$ cat src/rtl/hour_edit_ctrl.sv
// rtl/hour_edit_ctrl.sv - time-programming front end for the hour-digit renderer
//
// Purpose:
//   Mirrors live RTC time (BCD hh/mm/ss) while idle. A btn_prog edge enters
//   EDIT, where left/right pick a field and up/down step it with BCD
//   wrap-around. A second btn_prog edge enters COMMIT, which raises wr_req
//   until the RTC writer acknowledges.
//   Optional feature macro: AUTO_REPEAT_EN (hold-to-repeat on up/down).
//
// Ports:
//   clk, reset                    clock, synchronous active-high reset
//   btn_prog/left/right/up/down   debounced button levels (rising edge acts)
//   time_in1..3                   live hours/minutes/seconds, BCD
//   hour_out1..3                  displayed hours/minutes/seconds, BCD
//   program_on                    high in EDIT and COMMIT
//   cursor_pos                    selected field 0..2, bits [3:2] always 0
//   wr_req / wr_ack               commit handshake to the RTC writer

module hour_edit_ctrl #(
  parameter int unsigned REPEAT_DELAY = 25_000_000,
  parameter int unsigned REPEAT_RATE  = 5_000_000
) (
  input  logic       clk,
  input  logic       reset,
  input  logic       btn_prog,
  input  logic       btn_left,
  input  logic       btn_right,
  input  logic       btn_up,
  input  logic       btn_down,
  input  logic [7:0] time_in1,
  input  logic [7:0] time_in2,
  input  logic [7:0] time_in3,
  output logic [7:0] hour_out1,
  output logic [7:0] hour_out2,
  output logic [7:0] hour_out3,
  output logic       program_on,
  output logic [3:0] cursor_pos,
  output logic       wr_req,
  input  logic       wr_ack
);

  typedef enum logic [1:0] {
    ST_IDLE   = 2'd0,
    ST_EDIT   = 2'd1,
    ST_COMMIT = 2'd2
  } state_t;

  state_t      state_q, state_d;
  logic [4:0]  btn_hist_q, btn_hist_d;
  logic [7:0]  hour1_q, hour1_d;
  logic [7:0]  hour2_q, hour2_d;
  logic [7:0]  hour3_q, hour3_d;
  logic [1:0]  cursor_q, cursor_d;
  logic        program_on_q, program_on_d;
  logic        wr_req_q, wr_req_d;

  logic [4:0]  btn_now;
  logic [4:0]  btn_edge;
  logic        prog_e, left_e, right_e, up_e, down_e;
  logic        do_step;
  logic        step_up;

  // Bit order of the history register: {prog, left, right, up, down}
  assign btn_now  = {btn_prog, btn_left, btn_right, btn_up, btn_down};
  assign btn_edge = btn_now & ~btn_hist_q;
  assign prog_e   = btn_edge[4];
  assign left_e   = btn_edge[3];
  assign right_e  = btn_edge[2];
  assign up_e     = btn_edge[1];
  assign down_e   = btn_edge[0];

  // One BCD step with wrap. Anything that is not a legal value for the
  // field (bad units nibble or out of range) is forced to 00.
  function automatic logic [7:0] bcd_step(input logic [7:0] val,
                                          input logic       is_hours,
                                          input logic       inc);
    logic [7:0] max_v;
    logic [7:0] res;
    max_v = is_hours ? 8'h23 : 8'h59;
    // With a legal units nibble, BCD ordering matches binary ordering.
    if ((val[3:0] > 4'd9) || (val > max_v)) begin
      res = 8'h00;
    end else if (inc) begin
      if (val == max_v)
        res = 8'h00;
      else if (val[3:0] == 4'd9)
        res = {val[7:4] + 4'd1, 4'd0};
      else
        res = {val[7:4], val[3:0] + 4'd1};
    end else begin
      if (val == 8'h00)
        res = max_v;
      else if (val[3:0] == 4'd0)
        res = {val[7:4] - 4'd1, 4'd9};
      else
        res = {val[7:4], val[3:0] - 4'd1};
    end
    return res;
  endfunction

`ifdef AUTO_REPEAT_EN
  logic [31:0] hold_cnt_q, hold_cnt_d;
  logic        rep_phase_q, rep_phase_d;
  logic [31:0] hold_next;
`else
  logic unused_repeat;
  assign unused_repeat = ^{REPEAT_DELAY[0], REPEAT_RATE[0]};
`endif

  always_comb begin
    state_d      = state_q;
    btn_hist_d   = btn_now;
    hour1_d      = hour1_q;
    hour2_d      = hour2_q;
    hour3_d      = hour3_q;
    cursor_d     = cursor_q;
    do_step      = 1'b0;
    step_up      = 1'b0;
`ifdef AUTO_REPEAT_EN
    // Counter clears unless an up/down hold keeps it alive in EDIT.
    hold_cnt_d   = 32'd0;
    rep_phase_d  = 1'b0;
    hold_next    = hold_cnt_q + 32'd1;
`endif

    case (state_q)
      ST_IDLE: begin
        hour1_d = time_in1;
        hour2_d = time_in2;
        hour3_d = time_in3;
        if (prog_e) begin
          state_d  = ST_EDIT;
          cursor_d = 2'd0;
        end
      end

      ST_EDIT: begin
        if (prog_e) begin
          state_d = ST_COMMIT;
        end else if (left_e || right_e) begin
          // Both together cancel out; any up/down edge this cycle is dropped.
          if (left_e && !right_e)
            cursor_d = (cursor_q == 2'd0) ? 2'd2 : cursor_q - 2'd1;
          else if (right_e && !left_e)
            cursor_d = (cursor_q == 2'd2) ? 2'd0 : cursor_q + 2'd1;
        end else begin
          if (up_e ^ down_e) begin
            do_step = 1'b1;
            step_up = up_e;
          end
`ifdef AUTO_REPEAT_EN
          // Count includes the press-edge cycle: first auto-step lands
          // when REPEAT_DELAY cycles have been held, then every REPEAT_RATE.
          if (btn_up ^ btn_down) begin
            if (up_e || down_e) begin
              hold_cnt_d = 32'd1;
            end else if (!rep_phase_q) begin
              if (hold_next == REPEAT_DELAY) begin
                do_step     = 1'b1;
                step_up     = btn_up;
                hold_cnt_d  = 32'd0;
                rep_phase_d = 1'b1;
              end else begin
                hold_cnt_d  = hold_next;
              end
            end else begin
              rep_phase_d = 1'b1;
              if (hold_next == REPEAT_RATE) begin
                do_step    = 1'b1;
                step_up    = btn_up;
                hold_cnt_d = 32'd0;
              end else begin
                hold_cnt_d = hold_next;
              end
            end
          end
`endif
        end
      end

      ST_COMMIT: begin
        if (wr_req_q && wr_ack)
          state_d = ST_IDLE;
      end

      default: state_d = ST_IDLE;
    endcase

    if (do_step) begin
      case (cursor_q)
        2'd0:    hour1_d = bcd_step(hour1_q, 1'b1, step_up);
        2'd1:    hour2_d = bcd_step(hour2_q, 1'b0, step_up);
        default: hour3_d = bcd_step(hour3_q, 1'b0, step_up);
      endcase
    end

    // Registered outputs track the next state so they change with it.
    program_on_d = (state_d != ST_IDLE);
    wr_req_d     = (state_d == ST_COMMIT);
  end

  always_ff @(posedge clk) begin
    if (reset) begin
      state_q      <= ST_IDLE;
      btn_hist_q   <= 5'd0;
      hour1_q      <= 8'h00;
      hour2_q      <= 8'h00;
      hour3_q      <= 8'h00;
      cursor_q     <= 2'd0;
      program_on_q <= 1'b0;
      wr_req_q     <= 1'b0;
`ifdef AUTO_REPEAT_EN
      hold_cnt_q   <= 32'd0;
      rep_phase_q  <= 1'b0;
`endif
    end else begin
      state_q      <= state_d;
      btn_hist_q   <= btn_hist_d;
      hour1_q      <= hour1_d;
      hour2_q      <= hour2_d;
      hour3_q      <= hour3_d;
      cursor_q     <= cursor_d;
      program_on_q <= program_on_d;
      wr_req_q     <= wr_req_d;
`ifdef AUTO_REPEAT_EN
      hold_cnt_q   <= hold_cnt_d;
      rep_phase_q  <= rep_phase_d;
`endif
    end
  end

  assign hour_out1  = hour1_q;
  assign hour_out2  = hour2_q;
  assign hour_out3  = hour3_q;
  assign program_on = program_on_q;
  assign cursor_pos = {2'b00, cursor_q};
  assign wr_req     = wr_req_q;

endmodule

$ cat config.mk
export PLATFORM = sky130hd
export DESIGN_NAME = hour_edit_ctrl
export DESIGN_NICKNAME = d
export VERILOG_FILES = /design/src/rtl/hour_edit_ctrl.sv
export SDC_FILE = /design/constraint.sdc
export NUM_CORES = 1
export LEC_CHECK = 0
export CAP_MARGIN = 20
export CORE_MARGIN = 3
export CORE_UTILIZATION = 30
export DETAILED_ROUTE_END_ITERATION = 10
export HOLD_SLACK_MARGIN = 0.02
export SLEW_MARGIN = 20
export SYNTH_ARGS = -nofsm -noshare
export SYNTH_HDL_FRONTEND = slang
export SYNTH_SLANG_ARGS = --single-unit
$ cat constraint.sdc
create_clock -name clk -period 4.45 [get_ports clk]
set_input_delay 0.89 -clock clk [delete_from_list [all_inputs] [get_ports clk]]
set_output_delay 0.89 -clock clk [all_outputs]
set_load 0.02 [all_outputs]
==> flow_summary_export.csv, run 1 <==
group,metric,value,unit
min_path,hold_path_end,"hour_out1[6]",
cts,ctsResizeCount,0,
routing,drc,0,
finish,layout-drive-gt1-share,9.09,%
power_and_ir_drop,p_switching,0.375,mW
routing,antenna_left,0,
global_routing,grt_remaining_overflow,0,
finish,num_antenna_cells,0,
critical_path,r2r_slack,2.13,ns
sta,max_freq,326,MHz
global_routing,use_met2,23.9,%
critical_path,crit_fanout,11,
place,globalplace.congestion,0.849,
min_path,hp-start,"hour_out1[6]",
routing,vias,3076,
critical_path,reg2reg_to,"hour_out2[5]",
critical_path,reg2reg_from,"btn_hist_q[4]",
global_routing,gr-usage-met1,19.4,%
place,place_ws,1.11,ns
yosys,synthSimpleGateAreaFrac,28.7,%
place,io_buffer_count,59,
global_routing,use_met3,2.74,%
power_and_ir_drop,ir_drop,0.192,mV
die,io_pins,62,
global_routing,grt_pass1_vias,2911,
routing,wl_per_cell,15.2,um
yosys,ys_seq_area_share,21.5,%
power_and_ir_drop,leakage,1.43,nW
yosys,synth_edf_count,0,
die,die_height,110,um
critical_path,cp_slowest_cell,"and4_1",
global_routing,grt_pass1_wl,14300,um
global_routing,grt_max_degree,28,
power_and_ir_drop,pwr-share-clk,23.8,%
place,dpl.hpwl,6350,um
routing,drtPass1Iterations,4,
yosys,netlist_instances,405,
power_and_ir_drop,power_frac_seq,39.5,%
sta,final_hold_viol_count,0,
critical_path,critPathLaunchType,"primary input",
yosys,synth_top_family_by_area,"simple AND/OR/NAND/NOR gates",
die,die_w,110,um
global_routing,antenna_found_initial,0,
routing,first_iter_violations,123,
sta,worst_pin_slew,0.828,ns
cts,cts_setup_buffers,0,
critical_path,cp_cell_sequence,"clkdlybuf4s50_1 > nor2b_1 > ha_1 > nor3b_2 > and4_1 > a21boi_4 > a22oi_1 > a211oi_1",
global_routing,grt_usage,14.5,%
sta,timing.slew.headroom,44.7,%
cts,path_clk_slew,0.08,ns
global_routing,grt_busiest_layer,"met2",
yosys,synth-seq-cells,35,
finish,syn2layout_area_growth,18.8,%
yosys,synth-adder-area-share,8.07,%
cts,clkLatencyLatePin,0.29,ns
die,die-area,12100,um^2
yosys,syn_area,3260,um^2
cts,cts_root_buf,"clkbuf_8",
cts,cts_sinks,35,
yosys,synthMuxAreaShare,4.30,%
critical_path,worst_setup_path_end_kind,"register",
finish,final_cells,576,
yosys,synthXorXnorAreaFrac,1.08,%
routing,vias_per_cell,5.34,
yosys,synth-warning-count,0,
yosys,synth-async-reset-ratio,0,%
cts,ctsLongestPathBuffers,2,
sta,finalCritPeriodShare,69.0,%
cts,cts_inserted_buffers,5,
flow_run,maxCapViolations,0,
finish,finish.utilization,37.1,%
place,post-place-cells,568,
die,start_util,31.3,%
power_and_ir_drop,power,1.00,mW
die,row_count,37,
power_and_ir_drop,p_sw_share,37.5,%
cts,cts_tree,"done",
cts,htree_levels,2,
critical_path,max_stage_delay,0.52,ns
yosys,synth.distinct_cells,83,
yosys,syn_avg_cell_area,8.04,um^2
cts,cts.hold.buffers_added,0,
critical_path,r2r_cells,5,
yosys,dominantRegCellSynth,"dfxtp_1",
min_path,worst_hold_path_type,"register to register",
sta,period_minus_slack,3.07,ns
sta,setup_viol,0,
finish,design_area,3870,um^2
run_status,status,"finished clean",
power_and_ir_drop,power.internal,0.624,mW
power_and_ir_drop,pwr-share-comb,36.7,%
finish,nets,492,
place,postPlaceCellArea,3780,um^2
sta,finalWorstSetupSlack,1.38,ns
sta,drv_slew,0,
sta,rsz0062_at_grt,"no",
yosys,synth_compound_area_share,26.5,%
critical_path,worstPathArrival,3.27,ns
sta,setup_tns,0,ns
routing,drt-total-wl,8750,um
critical_path,crit_type,"primary input to register",
sta,holdWs,0.543,ns
min_path,hold_path_depth,2,
power_and_ir_drop,pwr_density_cell,258,nW/um^2
die,core,10400,um^2
sta,skew,0.0101,ns
critical_path,cp_data_required_time,4.65,ns
## per-layer routing
layer / vias to the layer above / wire, um
met1: 1436 / 4150
met5: - / 0
met2: 78 / 4040
li1: 1551 / -
met3: 11 / 458
met4: 0 / 102
## placed cells by master (no fill, tap or decap), types with 4 or more instances in the layout
cell             count
nand2b_1            11
mux2i_1             14
inv_1               19
ha_1                21
clkdlybuf4s50_1     59
nand3b_1             4
nor2_1              26
o21ai_0             19
nor2b_1             10
a22oi_1              4
a211oi_1             4
o32ai_1              7
a31oi_1              5
a21oi_1             20
o2bb2ai_1            6
a21o_1               7
clkbuf_8             5
or2_2                5
dfxtp_1             35
nand4_1              6
nand2_1             37
o22ai_1              6
nand3_1             11
nor3_1              15
## final cells by class
cell class	count	area, um^2
Sequential cell	35	701
Clock buffer	6	72.6
Multi-Input combinational cell	318	2240
Timing Repair Buffer	60	598
Tap cell	136	170
Inverter	19	71.3
Clock inverter	2	12.5
Fill cell	1104	6550
## Yosys cell counts (3+ instances only)
master	instances	share of area [%]
nand2_1	37	4.3
dfxtp_1	35	22
nor2_1	26	3.0
ha_1	21	8.1
a21oi_1	20	3.1
inv_1	19	2.2
o21ai_0	19	2.9
nor3_1	15	2.3
mux2i_1	14	4.3
nand2b_1	11	2.1
nand3_1	11	1.7
clkbuf_1	10	1.2
nor2b_1	10	1.9
buf_2	9	1.4
a21o_1	7	1.6
o32ai_1	7	1.9
buf_6	6	2.1
nand4_1	6	1.2
o22ai_1	6	1.2
o2bb2ai_1	6	1.6
a31oi_1	5	0.96
buf_4	5	1.2
or2_2	5	0.96
a211oi_1	4	0.92
a22oi_1	4	0.92
nand3b_1	4	0.92
a2bb2oi_1	3	0.81
and2_1	3	0.58
clkbuf_8	3	1.3
o211ai_1	3	0.69
o21ai_1	3	0.46
o21ai_2	3	0.81
xnor2_1	3	0.81
## sequential cells by signal, summed over array words and instances, names as in the netlist
register,count
wr_req,1
btn_hist_q,5
state_q,2
hour_out2,8
hour_out1,8
program_on,1
hour_out3,8
cursor_q,2
## power by group through the flow
| stage | Clock (mW) | Sequential [mW] | Combinational, mW |
|---|---|---|---|
| 2_1_floorplan | 0 | 0.394 | 0.263 |
| 5_1_grt | 0.261 | 0.401 | 0.404 |
| 4_1_cts | 0.246 | 0.394 | 0.368 |
| 3_5_place_dp | 0 | 0.401 | 0.366 |
| 6_report | 0.238 | 0.394 | 0.367 |
| 3_3_place_gp | 0 | 0.399 | 0.365 |
## worst max path at each step
stage	from	end	slack [ns]
3_3_place_gp	btn_up	hour_out2[5]	1.18
3_5_place_dp	btn_up	hour_out2[5]	1.11
5_1_grt	btn_up	hour_out2[6]	1.24
2_1_floorplan	btn_up	hour_out2[5]	1.97
6_report	btn_up	hour_out2[5]	1.38
4_1_cts	btn_up	hour_out2[5]	1.42
## critical path, delay by kind of cell
family,cells,cell delay [ns]
AND/OR/NAND/NOR,3,0.95
adder cells (fa/ha/maj),1,0.24
buffers and inverters,1,0.49
AO/OA/AOI/OAI,3,0.70
## cell families after synthesis
kind of cell               after synthesis
buffers and inverters                   53
DFF                                     35
xor gates and xnor gates                 4
adders and majority gates               21
other                                    1
muxes                                   14
AOI/OAI and AO/OA                      116
and+or+nand+nor                        161
No activity file was read; power rests on OpenSTA's default activity.
==> run 2: changes to the inputs <==
clock period = 3.2 ns   (was 4.45 ns; I/O delays follow)
==> run 2 against run 1 <==
Against the previous run: non-clock buffer count up 8; final area up 1.5%; cell count up 1.4%; utilization up 0.54 points; critical path type unchanged.
==> flow_summary_export.csv, run 2 (same netlist as run 1, synthesis figures left out) <==
group,metric,value,unit
run_status,status,"finished clean",
routing,vias,3147,
place,dpl.hpwl,6630,um
finish,multi_input_area,2240,um^2
routing,wl_per_cell,15.1,um
cts,path_clk_slew,0.07,ns
sta,rsz0062_at_grt,"no",
global_routing,grt_pass1_vias,2921,
power_and_ir_drop,leakage,1.47,nW
flow_run,maxCapViolations,0,
finish,num_antenna_cells,0,
cts,ctsLongestPathBuffers,2,
place,io_buffer_count,59,
global_routing,grt_usage,14.7,%
die,start_util,31.3,%
cts,cts_tree,"done",
cts,htree_levels,2,
global_routing,grt_pass1_wl,14500,um
finish,ff_latch_area,701,um^2
finish,syn2layout_area_growth,20.6,%
sta,finalCritPeriodShare,85.8,%
cts,cts_root_buf,"clkbuf_8",
routing,first_iter_violations,241,
finish,nets,500,
critical_path,crit_type,"primary input to register",
finish,final_cell_mix,"clkdlybuf4s50_1, nand2_1, dfxtp_1",
routing,drc,0,
critical_path,cp_data_required_time,3.40,ns
die,die_height,110,um
finish,mostFrequentLayoutCell,"clkdlybuf4s50_1",
sta,timing.slew.headroom,63.2,%
cts,cts_setup_buffers,0,
cts,cts.hold.buffers_added,0,
critical_path,critPathLaunchType,"primary input",
die,die_w,110,um
place,globalplace.congestion,0.884,
sta,worst_pin_slew,0.548,ns
die,die-area,12100,um^2
global_routing,grt_max_degree,21,
global_routing,use_met3,2.45,%
sta,max_freq,364,MHz
die,core,10400,um^2
global_routing,grt_busiest_layer,"met2",
die,row_count,37,
global_routing,grt_remaining_overflow,0,
routing,antenna_left,0,
cts,cts_sinks,35,
critical_path,crit_fanout,16,
cts,clkLatencyLatePin,0.29,ns
cts,cts_inserted_buffers,5,
routing,vias_per_cell,5.39,
global_routing,antenna_found_initial,0,
routing,drt-total-wl,8800,um
power_and_ir_drop,pwr_density_cell,354,nW/um^2
sta,holdWs,0.553,ns
sta,setup_tns,0,ns
min_path,worst_hold_path_type,"register to register",
global_routing,gr-usage-met1,20.2,%
die,io_pins,62,
critical_path,r2r_cells,7,
sta,setup_viol,0,
power_and_ir_drop,ir_drop,0.155,mV
critical_path,worstPathArrival,2.94,ns
sta,period_minus_slack,2.75,ns
sta,skew,0.00956,ns
critical_path,worst_setup_path_end_kind,"register",
routing,drtPass1Iterations,5,
finish,layout-drive-gt1-share,10.5,%
cts,ctsResizeCount,0,
sta,final_hold_viol_count,0,
min_path,hold_path_depth,2,
sta,drv_slew,0,
finish,fill_cells,1093,
global_routing,use_met2,23.7,%
[run 2: changes by cell type in the layout (fill, tap and decap cells not counted), sizes merged]
cell      change
clkbuf        +1
clkinvlp      -1
buf           +8
[run 2: worst max-delay path, cell delays in order]
cell,delay [ns]
clkdlybuf4s50_1,0.48
nor2b_1,0.17
ha_1,0.33
and4b_1,0.56
nand2_8,0.17
o32ai_1,0.30
a221oi_1,0.13
o32ai_1,0.15
[run 2: stage by stage]
step           total power [mW]  area (um^2)  setup WS, ns  instances  util, %
3_3_place_gp               1.08         3840         0.305        576     36.9
6_report                   1.39         3930         0.453        584     37.7
4_1_cts                    1.40         3930         0.480        584     37.7
3_5_place_dp               1.08         3840         0.174        576     36.9
5_1_grt                    1.48         3930         0.288        584     37.7
2_1_floorplan             0.913         3260         0.965        406        -
[run 2: final timing paths]
path | start | end | slack, ns
min reg2reg | hour_out1[6] | hour_out1[6] | 0.55
max reg2reg | btn_hist_q[1] | hour_out2[6] | 1.01
min | hour_out1[6] | hour_out1[6] | 0.55
max | btn_up | hour_out2[6] | 0.45
[run 2: layer usage]
layer | share of wire (%) | wire length [um] | vias up
met5 | 0 | 0 | -
met4 | 0.97 | 85 | 0
met3 | 5.7 | 501 | 11
met2 | 46 | 4080 | 96
met1 | 47 | 4130 | 1473
li1 | - | - | 1567
[run 2: final cells by class]
cell class	instances	share of cell area [%]
clock inverters	1	0.128
multi-input cells	318	57.2
clock buffers	7	1.94
repair buffers	68	16.8
inverters	19	1.82
well taps	136	4.34
flip-flops and latches	35	17.9
[run 2: where the power goes]
group / switching [mW] / internal, mW / total [mW] / leakage, nW
Combinational: 0.272 / 0.254 / 0.526 / 1.14
Sequential: 0.0738 / 0.470 / 0.544 / 0.290
Clock: 0.165 / 0.153 / 0.318 / 0.0422
